## src/rtl/rom_read_arbiter_if.sv

```systemverilog
// rom_read_arbiter_if: request/response/ROM bus bundle for the two-port ROM read arbiter
// Ports (slave = arbiter side):
//   req0/1_valid, req0/1_addr  : read requests from requester 0/1
//   req0/1_ready               : request accepted this cycle
//   rsp0/1_valid, rsp0/1_ready : response handshake per requester
//   rsp_data                   : registered read data shared by both requesters
//   rom_addr, rom_data         : combinational ROM read port
//   busy                       : arbiter not idle
interface rom_read_arbiter_if #(
    parameter int ADDR_WIDTH = 12,
    parameter int DATA_WIDTH = 8
);
    logic                  req0_valid;
    logic                  req1_valid;
    logic [ADDR_WIDTH-1:0] req0_addr;
    logic [ADDR_WIDTH-1:0] req1_addr;
    logic                  req0_ready;
    logic                  req1_ready;
    logic                  rsp0_valid;
    logic                  rsp1_valid;
    logic                  rsp0_ready;
    logic                  rsp1_ready;
    logic [DATA_WIDTH-1:0] rsp_data;
    logic [ADDR_WIDTH-1:0] rom_addr;
    logic [DATA_WIDTH-1:0] rom_data;
    logic                  busy;

    modport slave (
        input  req0_valid, req1_valid, req0_addr, req1_addr, rsp0_ready, rsp1_ready, rom_data,
        output req0_ready, req1_ready, rsp0_valid, rsp1_valid, rsp_data, rom_addr, busy
    );

    modport master (
        output req0_valid, req1_valid, req0_addr, req1_addr, rsp0_ready, rsp1_ready, rom_data,
        input  req0_ready, req1_ready, rsp0_valid, rsp1_valid, rsp_data, rom_addr, busy
    );
endinterface

```

## src/rtl/rom_read_arbiter.sv

```systemverilog
// rom_read_arbiter: round-robin arbiter sharing one combinational ROM between two requesters
// Ports:
//   clk   : clock, rising edge
//   rst_n : asynchronous active-low reset
//   bus   : rom_read_arbiter_if slave modport (requests, responses, ROM port, busy)
module rom_read_arbiter #(
    parameter int ADDR_WIDTH = 12,
    parameter int DATA_WIDTH = 8
) (
    input logic               clk,
    input logic               rst_n,
    rom_read_arbiter_if.slave bus
);
    typedef enum logic [1:0] {IDLE, READ, RESP} state_t;

    state_t                state_q;
    logic [ADDR_WIDTH-1:0] addr_q;
    logic [DATA_WIDTH-1:0] data_q;
    logic                  gnt_q;
    logic                  last_q;
    logic                  rsp0_q;
    logic                  rsp1_q;
    logic                  gnt_d;
    logic                  any_v;
    logic                  idle;
    logic                  rsp_hit;

    always_comb begin
        any_v   = bus.req0_valid | bus.req1_valid;
        // On a tie the requester that did not win last time gets the grant
        gnt_d   = (bus.req0_valid & bus.req1_valid) ? ~last_q : bus.req1_valid;
        idle    = state_q == IDLE;
        // Only the granted requester's ready can retire the response
        rsp_hit = gnt_q ? bus.rsp1_ready : bus.rsp0_ready;
    end

    assign bus.req0_ready = idle & any_v & ~gnt_d;
    assign bus.req1_ready = idle & any_v & gnt_d;
    assign bus.rsp0_valid = rsp0_q;
    assign bus.rsp1_valid = rsp1_q;
    assign bus.rsp_data   = data_q;
    assign bus.rom_addr   = addr_q;
    assign bus.busy       = ~idle;

    always_ff @(posedge clk or negedge rst_n) begin
        if (!rst_n) begin
            state_q <= IDLE;
            addr_q  <= '0;
            data_q  <= '0;
            gnt_q   <= 1'b0;
            last_q  <= 1'b1;
            rsp0_q  <= 1'b0;
            rsp1_q  <= 1'b0;
        end else begin
            case (state_q)
                IDLE: if (any_v) begin
                    addr_q  <= gnt_d ? bus.req1_addr : bus.req0_addr;
                    gnt_q   <= gnt_d;
                    state_q <= READ;
                end
                READ: begin
                    data_q  <= bus.rom_data;
                    rsp0_q  <= ~gnt_q;
                    rsp1_q  <= gnt_q;
                    state_q <= RESP;
                end
                RESP: if (rsp_hit) begin
                    rsp0_q  <= 1'b0;
                    rsp1_q  <= 1'b0;
                    last_q  <= gnt_q;
                    state_q <= IDLE;
                end
                default: state_q <= IDLE;
            endcase
        end
    end
endmodule
```

## src/flat_wrapper.sv

```systemverilog
// flat-port wrapper written by rule: the top's interface ports become plain ports
module rom_read_arbiter_flat 
#(
    parameter int ADDR_WIDTH = 12,
    parameter int DATA_WIDTH = 8
)
  (clk, rst_n, bus_req0_valid, bus_req1_valid, bus_req0_addr, bus_req1_addr, bus_rsp0_ready, bus_rsp1_ready, bus_rom_data, bus_req0_ready, bus_req1_ready, bus_rsp0_valid, bus_rsp1_valid, bus_rsp_data, bus_rom_addr, bus_busy);
  rom_read_arbiter_if #(.ADDR_WIDTH(ADDR_WIDTH), .DATA_WIDTH(DATA_WIDTH)) bus_i ();
  input logic clk;
  input logic rst_n;
  input wire logic [$bits(bus_i.req0_valid)-1:0] bus_req0_valid;
  input wire logic [$bits(bus_i.req1_valid)-1:0] bus_req1_valid;
  input wire logic [$bits(bus_i.req0_addr)-1:0] bus_req0_addr;
  input wire logic [$bits(bus_i.req1_addr)-1:0] bus_req1_addr;
  input wire logic [$bits(bus_i.rsp0_ready)-1:0] bus_rsp0_ready;
  input wire logic [$bits(bus_i.rsp1_ready)-1:0] bus_rsp1_ready;
  input wire logic [$bits(bus_i.rom_data)-1:0] bus_rom_data;
  output wire logic [$bits(bus_i.req0_ready)-1:0] bus_req0_ready;
  output wire logic [$bits(bus_i.req1_ready)-1:0] bus_req1_ready;
  output wire logic [$bits(bus_i.rsp0_valid)-1:0] bus_rsp0_valid;
  output wire logic [$bits(bus_i.rsp1_valid)-1:0] bus_rsp1_valid;
  output wire logic [$bits(bus_i.rsp_data)-1:0] bus_rsp_data;
  output wire logic [$bits(bus_i.rom_addr)-1:0] bus_rom_addr;
  output wire logic [$bits(bus_i.busy)-1:0] bus_busy;
  assign bus_i.req0_valid = bus_req0_valid;
  assign bus_i.req1_valid = bus_req1_valid;
  assign bus_i.req0_addr = bus_req0_addr;
  assign bus_i.req1_addr = bus_req1_addr;
  assign bus_i.rsp0_ready = bus_rsp0_ready;
  assign bus_i.rsp1_ready = bus_rsp1_ready;
  assign bus_i.rom_data = bus_rom_data;
  assign bus_req0_ready = bus_i.req0_ready;
  assign bus_req1_ready = bus_i.req1_ready;
  assign bus_rsp0_valid = bus_i.rsp0_valid;
  assign bus_rsp1_valid = bus_i.rsp1_valid;
  assign bus_rsp_data = bus_i.rsp_data;
  assign bus_rom_addr = bus_i.rom_addr;
  assign bus_busy = bus_i.busy;
  rom_read_arbiter #(.ADDR_WIDTH(ADDR_WIDTH), .DATA_WIDTH(DATA_WIDTH)) u_core (.clk(clk), .rst_n(rst_n), .bus(bus_i));
endmodule
```

## config.mk

```make
export PLATFORM = sky130hd
export DESIGN_NAME = rom_read_arbiter_flat
export DESIGN_NICKNAME = d
export VERILOG_FILES = /design/src/rtl/rom_read_arbiter_if.sv /design/src/rtl/rom_read_arbiter.sv /design/src/flat_wrapper.sv
export SDC_FILE = /design/constraint.sdc
export NUM_CORES = 1
export LEC_CHECK = 0
export CAP_MARGIN = 20
export CORE_UTILIZATION = 43
export DETAILED_ROUTE_END_ITERATION = 8
export MAX_ROUTING_LAYER = met4
export PLACE_DENSITY = 0.86
export SLEW_MARGIN = 25
export SYNTH_ARGS = -nofsm -noshare
export SYNTH_HDL_FRONTEND = slang
export SYNTH_SLANG_ARGS = --single-unit
```

## constraint.sdc

```tcl
create_clock -name clk -period 2 [get_ports clk]
set_input_delay 0.4 -clock clk [delete_from_list [all_inputs] [get_ports clk]]
set_output_delay 0.4 -clock clk [all_outputs]
set_load 0.1 [all_outputs]
```

# After elaboration in Yosys (flattened, before gate mapping)
# Index checks and enable logic that the tools add are counted.
[word_totals] ff_bits=26 inputBits=38 out_inout_bits=25 elab_cells=35
[classes] eq_ne=4 mux=9 bitwise=9 reduce_logical=6
[ops] cell="two-way mux 12 bit" count=1
[ops] cell="AND reduction 2 bit" count=4
[ops] cell="one-hot mux 2 bit (3 select lines)" count=1
[ops] cell="AND 1 bit" count=4
[ops] cell="two-way mux 2 bit" count=2
[ops] cell="!= test 2 x 1 -> 1 bit (second input constant)" count=2
[ops] cell="NOT 1 bit" count=4
[ops] cell="one-hot mux 1 bit (2 select lines)" count=2
[ops] cell="two-way mux 1 bit" count=3
[ops] cell="equality test 2 x 1 -> 1 bit (second input constant)" count=1
[ops] cell="equality test 2 bit (second input constant)" count=1
[ops] cell="logical NOT 2 bit" count=1
[ops] cell="nonzero test 2 bit" count=1
[ops] cell="OR 1 bit" count=1

# Longest topological paths before layout
# Gate-level depths: netlist (run 1).
[logic_depth] ltp_word=4 ltp_mapped=5 mapped_depth_nobuf=4

# Least setup slack after synthesis (run 1)
# Ideal clock, no wire load.
[synth_timing] path_kind="reg2out" startpoint="register u_core.state_q[0]" endpoint="output port bus_req1_ready" t_arrival_ps=1260 required_time_ps=1600 slack_ps=340 stages_incl_launch_ff=5 path_buffers=1 path_cell_list="dfrtp_1 -> nor2_2 -> nand3_2 -> buf_6 -> inv_2"
[synth_between] elab_chain_len=3
[synth_rtl] item="start: declaration" line_no="rom_read_arbiter.sv:16" text="state_t state_q;"
[synth_rtl] item="start signal: assignment" line_no="rom_read_arbiter.sv:47" text="state_q <= IDLE;"
[synth_rtl] item="start signal: assignment" line_no="rom_read_arbiter.sv:59" text="state_q <= READ;"
[synth_rtl] item="start signal: assignment" line_no="rom_read_arbiter.sv:65" text="state_q <= RESP;"
[synth_rtl] item="logical NOT 2 bit" line_no="rom_read_arbiter.sv:32" text="idle = state_q == IDLE;"
[synth_rtl] item="AND 1 bit (2 in series)" line_no="rom_read_arbiter.sv:38" text="assign bus.req1_ready = idle & any_v & gnt_d;"
[synth_rtl] item="end: declaration" line_no="flat_wrapper.sv:19" text="output wire logic [$bits(bus_i.req1_ready)-1:0] bus_req1_ready;"
# No other way between the ends.

# Final worst setup path (run 1)
# Ends and elaborated chain as after synthesis.

==> results of run 1 <==
## Yosys cell counts
| cell type | count | area (sq um) |
|---|---|---|
| nand3_2 | 2 | 20.0 |
| buf_6 | 4 | 45.0 |
| nand2_1 | 28 | 105 |
| nand2b_1 | 2 | 12.5 |
| dfstp_2 | 1 | 26.3 |
| o21ai_1 | 9 | 45.0 |
| o221ai_2 | 9 | 135 |
| inv_1 | 25 | 93.8 |
| nor2b_1 | 3 | 18.8 |
| a311oi_1 | 1 | 8.76 |
| nor2_2 | 1 | 6.26 |
| buf_4 | 1 | 7.51 |
| clkbuf_2 | 1 | 5.00 |
| o221ai_1 | 3 | 26.3 |
| dfrtp_1 | 25 | 626 |
| a21oi_1 | 5 | 25.0 |
| a21o_1 | 1 | 7.51 |
| nor2_1 | 3 | 11.3 |
| o21ai_0 | 5 | 25.0 |
| inv_2 | 3 | 11.3 |
| nand3b_1 | 1 | 7.51 |
| a221oi_2 | 1 | 15.0 |
## worst max-delay path: stages (launching register included)
cell	delay, ns
dfrtp_1	0.48
nor2_2	0.24
nand3_2	0.14
inv_2	0.09
buf_12	0.17
## routing by layer
layer	routed length (um)	up-vias	share of wire, %	track usage, %
met5	0	-	0	-
met1	1330	540	41	26.0
met2	1680	48	52	39.2
met4	0	0	0	6.27
met3	209	0	6.5	3.69
li1	-	570	-	-
## how the worst max path moves through the flow
stage                            from             end
global route        u_core.state_q[0]  bus_req1_ready
global placement       bus_req1_valid  bus_req0_ready
finish              u_core.state_q[0]  bus_req1_ready
detailed placement     bus_req0_valid  bus_req1_ready
CTS                 u_core.state_q[0]  bus_req1_ready
floorplan           u_core.state_q[0]  bus_req1_ready
## logic make-up after synthesis
kind of cell | count (synthesis)
AOI/OAI and AO/OA | 34
buffers and inverters | 34
DFF | 26
and+or+nand+nor | 40
## cell type report
class	count	area (sq um)
Timing Repair Buffer	67	633
Fill cell	199	831
Sequential cell	26	652
Multi-Input combinational cell	74	469
Inverter	28	105
Tap cell	31	38.8
Clock inverter	1	30.0
Clock buffer	3	22.5
## metrics by stage
stage	setup slack [ns]	instance area, sq um	utilization, %
finish	0.153	1950	70.1
global route	0.0712	1950	70.1
CTS	0.146	1950	70.1
detailed placement	0.271	1900	68.2
global placement	0.297	1900	68.2
floorplan	0.340	1280	-
## state kept, by name, indices dropped and copies added, names as in the netlist
register and cells:
u_core.bus.rom_addr 12, u_core.bus.rsp_data 8, u_core.state_q 2, u_core.bus.rsp0_valid 1
u_core.bus.rsp1_valid 1, u_core.gnt_q 1, u_core.last_q 1
==> impl_results.md, run 1 <==
- Hold Vio Cnt, Final: 0
- RSZ-0062 raised after global routing: false
- Critical path launch point type: register
- Crit path DAT: between 1 and 1.5 ns
- Synth Area in Adders: 0%
- 1st-iter DRT viols: 30
- Io pins: 63
- Slew HR: between 60 and 70%
- Syn. warnings: 0
- Final WL: ~3200 um
- Site row count: 19
- Final setup TNS: 0 ns
- Latest clock arrival within the worst-skew pair: around 0.32 ns
- Max Root-Sink Buffers: 2
- Antenna Violating Nets Remaining: 0
- Status: finished clean
- Cell Area, Synth: 0.00128 sq mm
- XOR/XNOR Fraction of Synth Area: 0%
- Clock root cell: clkbuf_4
- Grt total ovfl: 0
- Post-Synth Simple-Gate Area: 14.1%
- PostCTS Resize Cnt: 0
- Worst hold slack: 0.422 ns
- Die area: 0.00321 sq mm
- Cts bufs inserted: 3
- Setup Skew: 0.00247 ns
- Total GRT Usage: 22.2%
- CP Capture Type: output pin
- Htree depth: 1
- DRT Pass-1 Iters: 4
- Final cell count without fillers: 230
- Post-DR vias/cell: 5.03
- CP Data Required Time: 1.60 ns
- Compound-Gate Fraction of Synth Area: 22.4%
- WL per Instance: about 14 um
- Crit path max fanout: 7
- First-pass GRT wire length: about 5400 um
- Max-slew violations: 0
- Avg Cell Area, Syn: 9.58 sq um
- Mux cell area share after synthesis: 0%
- Hold buffers post-CTS: 0
- Worst r2r path cells: 4
- Area Overhead vs Synth: 51.9%
- Post-DP HPWL: 2500 um
- Register area share after synthesis: between 50% and 60%
- Min Tclk post-route: between 1.5 and 2 ns
- WS Path Type: register to output pin
- Synth unique cells: 22
- CTS tree: done
- Overall die height: 56.6 um
- R2R Path Start: u_core.state_q[0]
- Fmax: 541 MHz
- Initial Util: between 40% and 50%
- Internal reg-to-reg setup slack: 0.61 ns
- Final worst-path cycle share: between 90% and 100%
- Synth Instances: 134
- Final nets: approximately 240
- Largest net degree at the start of global routing: 27
- N_diodes: 0
- Yosys reg bits: 26
- Core ar.: 0.00278 sq mm
- MaxCap Viol Count: 0
- Vias in the first global route: around 1200
- RD Place Congestion: just over 0.7
- Most common cell after layout, fill and taps aside: clkdlybuf4s50_1
- Reg2reg end: u_core.bus.rom_addr[11]
- Syn nets: approximately 170
- Buffers on Ports: between 60 and 70
- Setup bufs post-CTS: 0
- Hold Crit Class: input pin to async pin
- Num Clock Sinks: 26
- Inst Count DP: between 200 and 250
- Via count: around 1200
- Final setup fails: 0
- DIE WIDTH: 56.6 um
- Largest family of logic cells by synthesized area: compound AO/OA/AOI/OAI gates
- Slew of the pin with the lowest slew margin: 0.530 ns
- Clock transition at path regs: 0.14 ns
- Commonest non-fill, non-tap cells in the layout: 37 x clkdlybuf4s50_1, 28 x nand2_1, 27 x buf_4
- Initial antenna violation count: 0
- Layout cell share with drive strength beyond 1: about a quarter
- Residual DRC: 0
Power of run 1 is not shown: default switching activity piles up to over one toggle a cycle in this logic, so the estimate is an artifact.
==> run 2, diff against run 1 <==
--- a/config.mk
+++ b/config.mk
@@ -9,7 +9,7 @@
 export CORE_UTILIZATION = 43
 export DETAILED_ROUTE_END_ITERATION = 8
 export MAX_ROUTING_LAYER = met4
-export PLACE_DENSITY = 0.86
+export PLACE_DENSITY = 0.93
 export SLEW_MARGIN = 25
 export SYNTH_ARGS = -nofsm -noshare
 export SYNTH_HDL_FRONTEND = slang
==> run 2 against run 1 <==
Global-route usage is 0.056 points higher. Critical path depth unchanged. Cell count down 0.43%. Setup slack better by 0.0070 ns. Sequential cell count stayed put. Fmax increased by 0.38%. Worst hold slack improved by 0.021 ns. Routed wire length decreased by 2.6%. Largest cell class unchanged.
==> impl_results.md, run 2 (synthesis gave the netlist of run 1 again) <==
- Hold Vio Cnt, Final: 0 (unchanged)
- Fill count: 202 (+1.5%)
- Fmax: 543 MHz (+0.38%)
- Hold Crit Class: input pin to async pin
- Residual DRC: 0 (unchanged)
- Most common cell after layout, fill and taps aside: clkdlybuf4s50_1
- N_diodes: 0 (unchanged)
- CP Data Required Time: 1.60 ns (about the same)
- RD Place Congestion: 0.866 (+21%)
- Final setup fails: 0 (unchanged)
- Status: finished clean
- 1st-iter DRT viols: 27 (-10%)
- Slew HR: 62.9% (-1.7 points)
- Clock transition at path regs: 0.14 ns (about the same)
- Commonest non-fill, non-tap cells in the layout: 37 x clkdlybuf4s50_1, 28 x nand2_1, 26 x buf_4
- Buffers on Ports: 62 (unchanged)
- Die area: 0.00321 sq mm (unchanged)
- WL per Instance: 13.7 um (-2.2%)
- Area of the multi-input gates: 469 sq um (unchanged)
- DIE WIDTH: 56.6 um (unchanged)
- Layout cell share with drive strength beyond 1: 24.7% (-0.88 points)
- DRT Pass-1 Iters: 4 (unchanged)
- WS Path Type: register to output pin
- Num Clock Sinks: 26 (unchanged)
- Critical path launch point type: register
- CTS tree: done
- Initial antenna violation count: 0 (unchanged)
- Crit-path cells: nor2_2 > nand3_2 > inv_2 > buf_12
- R2R Path Start: u_core.state_q[0]
- Largest delay share family, worst path: flip-flops
- Final nets: 237 (-0.42%)
- Register area: 652 sq um (unchanged)
- Total GRT Usage: 22.3% (+0.056 points)
- Overall die height: 56.6 um (unchanged)
- Slowest stage cell, crit path: dfrtp_1
- Area Overhead vs Synth: 49.3%
- Final setup TNS: 0 ns (unchanged)
- Min Tclk post-route: 1.84 ns (-0.00698 ns)
- Slew of the pin with the lowest slew margin: 0.555 ns (+0.0251 ns)
- Cts bufs inserted: 3 (unchanged)
- Setup bufs post-CTS: 0 (unchanged)
- Max reg flops: 12 (unchanged)
- Post-DP HPWL: 2460 um (-1.6%)
- Hold buffers post-CTS: 0 (unchanged)
- CP Capture Type: output pin
- Worst r2r path cells: 4 (unchanged)
- Internal reg-to-reg setup slack: 0.59 ns (-0.02 ns)
- Largest net degree at the start of global routing: 27 (unchanged)
- CP peak stage delay: 0.47 ns (about the same)
- CP Buf/Inv Count: 2 (unchanged)
- Latest clock arrival within the worst-skew pair: 0.31 ns (about the same)
- Post-DR vias/cell: 5.10 (+1.4%)
- Final worst-path cycle share: 92.0% (-0.35 points)
- Grt total ovfl: 0 (unchanged)
- Reg2reg end: u_core.bus.rom_addr[3]
- Final WL: 3140 um (-2.6%)
- Crit path max fanout: 7 (unchanged)
- Htree depth: 1 (unchanged)
- PostCTS Resize Cnt: 0 (unchanged)
- Io pins: 63 (unchanged)
- Core ar.: 0.00278 sq mm (unchanged)
- Crit path DAT: 1.44 ns (about the same)
- Via count: 1169 (+0.95%)
- Max Root-Sink Buffers: 2 (unchanged)
- First-pass GRT wire length: 5330 um (-2.2%)
- Clock root cell: clkbuf_4
- Site row count: 19 (unchanged)
- MaxCap Viol Count: 0 (unchanged)
- Setup Skew: 0.00605 ns (+0.00358 ns)
- Vias in the first global route: 1221 (-1.1%)
- Initial Util: 46.2% (unchanged)
- Max-slew violations: 0 (unchanged)
- Antenna Violating Nets Remaining: 0 (unchanged)
- RSZ-0062 raised after global routing: false
[run 2: cell count changes in the layout (fill, tap and decap cells not counted)]
cell,change
buf_4,-1
bufinv_16,-1
clkbuf_1,+1
[run 2: through the flow]
stage	worst slack (ns)	area (sq um)	cells	hold WS (ns)	util (%)
detailed placement	0.280	1890	225	0.469	68.0
global route	0.0443	1920	229	0.439	68.9
finish	0.160	1920	229	0.443	68.9
CTS	0.146	1920	229	0.439	68.9
floorplan	0.340	1280	134	0.104	-
global placement	0.318	1890	225	0.458	68.0
[run 2: layout make-up]
class,count,area share (%)
inverters,28,5.48
clock buffers,4,1.37
flip-flops and latches,26,34.0
well taps,31,2.02
multi-input cells,74,24.5
repair buffers,66,32.6
[run 2: per-layer routing]
layer	global-route usage [%]	vias to the layer above	share of wire, %
met1	26.0	552	43
met3	4.61	2	7.0
met2	38.3	50	50
li1	-	565	-
met4	6.97	0	0.51
met5	-	-	0
[run 2: worst max path at each step]
stage | start | end | slack (ns) | cells past startpoint
2_1_floorplan | u_core.state_q[0] | bus_req1_ready | 0.34 | 4
3_3_place_gp | bus_req1_valid | bus_req0_ready | 0.32 | 5
3_5_place_dp | bus_req0_valid | bus_req1_ready | 0.28 | 5
6_report | u_core.state_q[0] | bus_req1_ready | 0.16 | 4
4_1_cts | u_core.state_q[0] | bus_req1_ready | 0.15 | 4
5_1_grt | u_core.state_q[0] | bus_req1_ready | 0.04 | 4
Power of run 2 is left out for the same reason.
